<file path="src/rtl/aes_pkg.sv">
// Shared AES definitions for the inverse key schedule.
// Contents: round count, datapath widths, FSM state enum, RCON table and lookup helper.
package aes_pkg;

    localparam int unsigned AES128_ROUNDS = 10;
    localparam int unsigned KEY_W         = 128;
    localparam int unsigned WORD_W        = 32;
    localparam int unsigned BYTE_W        = 8;
    localparam int unsigned RND_W         = 4;
    localparam int unsigned CNT_W         = 2;

    typedef enum logic [1:0] {
        IDLE    = 2'd0,
        PRESENT = 2'd1,
        SUB     = 2'd2
    } ks_state_e;

    // Round constants, indexed by the round being undone.
    localparam logic [BYTE_W-1:0] RCON [1:10] = '{
        8'h01, 8'h02, 8'h04, 8'h08, 8'h10,
        8'h20, 8'h40, 8'h80, 8'h1b, 8'h36
    };

    // Out-of-range rounds return zero so the lookup is total.
    function automatic logic [BYTE_W-1:0] rcon_byte(input logic [RND_W-1:0] rnd);
        logic [BYTE_W-1:0] r;
        r = '0;
        for (int unsigned i = 1; i <= 10; i++) begin
            if (rnd == RND_W'(i)) r = RCON[i];
        end
        return r;
    endfunction

endpackage

</file>
<file path="src/rtl/aes_sbox.sv">
// AES forward S-box, purely combinational.
// Ports: data_i - input byte; data_c_o - substituted byte (combinational).
module aes_sbox (
    input  logic [7:0] data_i,
    output logic [7:0] data_c_o
);

    // Row 0 of the table sits in the MSBs; byte n lives at bits [(255-n)*8 +: 8].
    localparam logic [2047:0] SBOX_TABLE = {
        128'h637c777bf26b6fc53001672bfed7ab76,
        128'hca82c97dfa5947f0add4a2af9ca472c0,
        128'hb7fd9326363ff7cc34a5e5f171d83115,
        128'h04c723c31896059a071280e2eb27b275,
        128'h09832c1a1b6e5aa0523bd6b329e32f84,
        128'h53d100ed20fcb15b6acbbe394a4c58cf,
        128'hd0efaafb434d338545f9027f503c9fa8,
        128'h51a3408f929d38f5bcb6da2110fff3d2,
        128'hcd0c13ec5f974417c4a77e3d645d1973,
        128'h60814fdc222a908846eeb814de5e0bdb,
        128'he0323a0a4906245cc2d3ac629195e479,
        128'he7c8376d8dd54ea96c56f4ea657aae08,
        128'hba78252e1ca6b4c6e8dd741f4bbd8b8a,
        128'h703eb5664803f60e613557b986c11d9e,
        128'he1f8981169d98e949b1e87e9ce5528df,
        128'h8ca1890dbfe6426841992d0fb054bb16
    };

    logic [10:0] bit_idx;

    assign bit_idx  = {~data_i, 3'b000};
    assign data_c_o = SBOX_TABLE[bit_idx +: 8];

endmodule

</file>
<file path="src/rtl/aes_inv_keysched_seq.sv">
// Iterative AES-128 inverse key schedule: latches the round-10 key and streams
// round keys 10..0 over valid/ready, using one byte-serial forward S-box.
// Ports:
//   clk, reset      - clock, async active-high reset
//   start, last_key - begin a schedule from the round-10 key (IDLE only)
//   key_out         - current round key, round_out its index
//   key_valid/ready - output handshake
//   busy, done      - activity flag, one-cycle completion pulse
module aes_inv_keysched_seq
    import aes_pkg::*;
#(
    parameter int unsigned NROUNDS = AES128_ROUNDS
) (
    input  logic             clk,
    input  logic             reset,
    input  logic             start,
    input  logic [KEY_W-1:0] last_key,
    output logic [KEY_W-1:0] key_out,
    output logic [RND_W-1:0] round_out,
    output logic             key_valid,
    input  logic             key_ready,
    output logic             busy,
    output logic             done
);

    ks_state_e          state_q, state_d;
    logic [CNT_W-1:0]   cnt_q, cnt_d;
    logic [WORD_W-1:0]  acc_q, acc_d;
    logic [KEY_W-1:0]   key_q, key_d;
    logic [RND_W-1:0]   round_q, round_d;
    logic               valid_q, valid_d;
    logic               busy_q, busy_d;
    logic               done_q, done_d;

    logic [WORD_W-1:0]  w4, w5, w6, w7;
    logic [WORD_W-1:0]  w1, w2, w3;
    logic [WORD_W-1:0]  t_word;
    logic [BYTE_W-1:0]  sbox_in;
    logic [BYTE_W-1:0]  sbox_out;

    // Previous-round words recovered by XOR-ing adjacent words of the current key.
    assign w4 = key_q[127:96];
    assign w5 = key_q[95:64];
    assign w6 = key_q[63:32];
    assign w7 = key_q[31:0];
    assign w3 = w7 ^ w6;
    assign w2 = w6 ^ w5;
    assign w1 = w5 ^ w4;

    // Byte order walks RotWord(w3) so the accumulator fills LSB first.
    always_comb begin
        sbox_in = w3[31:24];
        case (cnt_q)
            2'd0:    sbox_in = w3[31:24];
            2'd1:    sbox_in = w3[7:0];
            2'd2:    sbox_in = w3[15:8];
            default: sbox_in = w3[23:16];
        endcase
    end

    aes_sbox u_sbox (
        .data_i   (sbox_in),
        .data_c_o (sbox_out)
    );

    // Final byte comes straight from the S-box on the cnt=3 cycle.
    assign t_word = {sbox_out, acc_q[23:0]};

    // State and output registers.
    always_ff @(posedge clk or posedge reset) begin
        if (reset) begin
            state_q <= IDLE;
            cnt_q   <= '0;
            acc_q   <= '0;
            key_q   <= '0;
            round_q <= '0;
            valid_q <= 1'b0;
            busy_q  <= 1'b0;
            done_q  <= 1'b0;
        end else begin
            state_q <= state_d;
            cnt_q   <= cnt_d;
            acc_q   <= acc_d;
            key_q   <= key_d;
            round_q <= round_d;
            valid_q <= valid_d;
            busy_q  <= busy_d;
            done_q  <= done_d;
        end
    end

    // Next-state and next-output logic.
    always_comb begin
        state_d = state_q;
        cnt_d   = cnt_q;
        acc_d   = acc_q;
        key_d   = key_q;
        round_d = round_q;
        done_d  = 1'b0;

        case (state_q)
            IDLE: begin
                // The done cycle is not an accepting cycle.
                if (start && !done_q) begin
                    key_d   = last_key;
                    round_d = RND_W'(NROUNDS);
                    state_d = PRESENT;
                end
            end

            PRESENT: begin
                if (key_ready) begin
                    if (round_q != '0) begin
                        cnt_d   = '0;
                        state_d = SUB;
                    end else begin
                        done_d  = 1'b1;
                        state_d = IDLE;
                    end
                end
            end

            SUB: begin
                case (cnt_q)
                    2'd0:    acc_d[7:0]   = sbox_out;
                    2'd1:    acc_d[15:8]  = sbox_out;
                    2'd2:    acc_d[23:16] = sbox_out;
                    default: acc_d[31:24] = sbox_out;
                endcase
                cnt_d = cnt_q + CNT_W'(1);
                if (cnt_q == CNT_W'(3)) begin
                    key_d   = {w4 ^ t_word ^ {rcon_byte(round_q), 24'h000000}, w1, w2, w3};
                    round_d = round_q - RND_W'(1);
                    state_d = PRESENT;
                end
            end

            default: begin
                state_d = IDLE;
            end
        endcase

        valid_d = (state_d == PRESENT);
        busy_d  = (state_d != IDLE);
    end

    assign key_out   = key_q;
    assign round_out = round_q;
    assign key_valid = valid_q;
    assign busy      = busy_q;
    assign done      = done_q;

endmodule

</file>
<file path="config.mk">
export PLATFORM = sky130hd
export DESIGN_NAME = aes_inv_keysched_seq
export DESIGN_NICKNAME = d
export VERILOG_FILES = /design/src/rtl/aes_pkg.sv /design/src/rtl/aes_sbox.sv /design/src/rtl/aes_inv_keysched_seq.sv
export SDC_FILE = /design/constraint.sdc
export NUM_CORES = 1
export LEC_CHECK = 0
export ABC_AREA = 1
export ABC_CLOCK_PERIOD_IN_PS = 7300
export CORE_UTILIZATION = 50
export CTS_CLUSTER_DIAMETER = 50
export CTS_CLUSTER_SIZE = 16
export DETAILED_ROUTE_END_ITERATION = 16
export HOLD_SLACK_MARGIN = 0.12
export PLACE_DENSITY = 0.85
export REMOVE_ABC_BUFFERS = 1
export SLEW_MARGIN = 0
export SYNTH_ARGS = -nofsm -noshare
export SYNTH_HDL_FRONTEND = slang
export SYNTH_SLANG_ARGS = --single-unit
export TNS_END_PERCENT = 10
</file>
<file path="constraint.sdc">
create_clock -name clk -period 7.3 [get_ports clk]
set_input_delay 1.46 -clock clk [delete_from_list [all_inputs] [get_ports clk]]
set_output_delay 1.46 -clock clk [all_outputs]
set_load 0.02 [all_outputs]
</file>
==> results.yml <==
worst_setup_path:
  start_kind: "register"
  path_max_fanout: 59
  slowest_delay_ns: 0.57
  critPathRequiredTime_ns: 7.63
  r2r_slack_ns: 3.15
  arrival_ns: 4.48
  crit_chain: "ha_1, inv_6, nand2_1, nor2_1, nor2_4, buf_4, inv_2, buf_4, a21oi_1, o21ai_1, nand3_1, nand2_1, nand3_1, nand2_1, nand2_1, nand3_1, nand2_1, nand2_1"
  path_common_cell: "nand2_1"
  cpMaxStageDelayCell: "ha_1"
  crit_buf_inv: 4
  endpoint_kind: "register"
  critPathKind: "register to register"
  critical_path.top_delay_family: "buffers and inverters"
floorplanning:
  die-area_mm2: 0.0251
  io_pins: 267
  fp.dieH_um: 158
  core-area_mm2: 0.0237
  die_x_um: 158
  start_util_pct: 51.6
  num_rows: 56
clock_network:
  post_cts_buffers: 0
  ctsRootBufferMaster: "clkbuf_16"
  tritoncts: "done"
  path_clk_slew_ns: 0.07
  hold_buffers: 0
  clockBufferDepth: 2
  cts_resized: 0
  worstSkewPairLatency_ns: 0.44
  ctsHtreeMaxLevel: 4
  cts.sinks: 163
  cts_made_buffers: 17
sta:
  rsz0062_at_grt: "no"
  max_freq_mhz: 241
  clock_skew_ns: 0.0140
  worst_pin_slew_ns: 1.25
  slew_violations: 0
  timing.slew.headroom_pct: 16.7
  period_share_pct: 56.9
  post-route-min-period_ns: 4.15
  setup_violations: 0
  setup_slack_ns: 3.15
  hold_viol_final: 0
synthesis:
  ys_warn_count: 0
  ys.flop_type: "dfrtp_1"
  synthArstFlopShare_pct: 100
  ys_types: 44
  synthCells: 1772
  synth_edf_count: 0
  netlist_area_mm2: 0.0122
  syn_area_per_cell_um2: 6.89
  ys_seq_area_share_pct: 33.4
  ys_seq_elements: 163
finish:
  layout_commonest_cell: "nand3_1"
  syn2layout_area_growth_pct: 25.7
  fillers: 2084
  diodes: 0
  mostFrequentLayoutCells: "349 x nand3_1, 318 x nand2_1, 266 x clkdlybuf4s50_1"
  layout-drive-gt1-share_pct: 6.32
  finish.net_count: 2102
place:
  gp_congestion: 1.00
  port_buffers: 266
  dpl.hpwl_mm: 32.7
  post-place-ws_ns: 3.11
routing:
  drt_iter0_markers: 1981
  vias_per_cell: 6.08
  drtAntennaViolNets: 0
  drcViolationCount: 0
  drt_wl_total_mm: 47.4
  via_count: 13860
  drt-wirelength-per-cell_um: 20.8
  first_pass_iters: 8
grt:
  grt_max_degree: 123
  grt_pass1_wl_mm: 73.0
  grt_pass1_vias: 13158
  gr-total-overflow: 0
  antenna_found_initial: 1
  grt_use_total_pct: 38.0
run_status:
  outcome: "completed"
min_path:
  hold_class: "register to register"
run:
  drv_cap: 0
-- per-layer routing --
layer	routed length (um)	up-vias	share of wire [%]	track usage (%)
li1	-	6313	-	-
met1	18300	6477	39	48.4
met2	21500	894	45	59.8
met3	5250	174	11	9.66
met4	2310	2	4.9	18.8
met5	10	-	0.021	0
-- final cells by class --
class | instances | area (um^2) | share of cell area [%]
Multi-Input combinational cell | 1369 | 7080 | 46.1
Inverter | 120 | 465 | 3.03
Sequential cell | 163 | 4080 | 26.6
Clock inverter | 14 | 144 | 0.937
Tap cell | 319 | 399 | 2.60
Timing Repair Buffer | 278 | 2750 | 17.9
Clock buffer | 18 | 429 | 2.80
-- cell families after synthesis --
family | count (synthesis) | synth area share, %
simple gates | 939 | 35.1
compound gates | 336 | 15.4
buf+inv | 240 | 8.76
flops | 163 | 33.4
xor+xnor | 73 | 5.23
fa+ha+maj | 21 | 2.15
-- cell usage after synthesis (2+ instances only) --
master | n | area share (%)
nand3_1 | 349 | 14
nand2_1 | 318 | 9.8
nor2_1 | 214 | 6.6
dfrtp_1 | 163 | 33
o21ai_0 | 132 | 5.4
inv_1 | 98 | 3.0
a21oi_1 | 91 | 3.7
xor2_1 | 61 | 4.4
clkbuf_1 | 55 | 1.7
o22ai_1 | 52 | 2.7
buf_2 | 29 | 1.2
ha_1 | 21 | 2.2
inv_2 | 20 | 0.61
a31oi_1 | 18 | 0.92
o22a_1 | 16 | 1.1
nand3_2 | 15 | 1.2
o21ai_1 | 15 | 0.61
nand2_2 | 14 | 0.72
buf_1 | 13 | 0.40
buf_4 | 13 | 0.80
xnor2_1 | 12 | 0.86
nand2_4 | 10 | 0.92
buf_6 | 9 | 0.83
nor2_4 | 6 | 0.55
nor2_2 | 4 | 0.20
nand3_4 | 2 | 0.29
nand3b_1 | 2 | 0.12
nand4_1 | 2 | 0.10
o21ai_4 | 2 | 0.27
o221ai_1 | 2 | 0.14
-- final timing paths --
| path | from | depth (start not counted) | end |
|---|---|---|---|
| min | acc_q[13] | 2 | acc_q[13] |
| min reg2reg | acc_q[13] | 2 | acc_q[13] |
| max in group asynchronous | reset | 3 | acc_q[2] |
| min in group asynchronous | reset | 2 | key_out[69] |
| max | cnt_q[0] | 18 | key_out[120] |
| max reg2reg | cnt_q[0] | 18 | key_out[120] |
-- flip-flops by register name, summed over array words and instances, names as in the netlist --
name,count
done,1
state_q,2
cnt_q,2
acc_q,24
key_out,128
busy,1
key_valid,1
round_out,4
-- worst register-to-register path: cells and delay by family, from the launching register on --
kind / cells / cell delay [ns]
AOI/OAI and AO/OA: 2 / 0.63
adders and majority gates: 1 / 0.57
and+or+nand+nor: 11 / 1.02
buffers and inverters: 4 / 1.46
DFF: 1 / 0.38
-- per-stage QoR --
stage          setup TNS (ns)  hold slack, ns  util, %  std cells  instance area [um^2]
2_1_floorplan         -621.98           0.472        -       1652                 11600
3_3_place_gp                0           0.494     62.4       2249                 14800
3_5_place_dp                0           0.501     62.4       2249                 14800
4_1_cts                     0           0.518     64.8       2281                 15400
5_1_grt                     0           0.557     64.8       2281                 15400
6_report                    0           0.528     64.8       2281                 15400
Power is left out: the tool's default activity adds up to more than one toggle a clock period on the data nets, which glitch-free logic cannot reach.
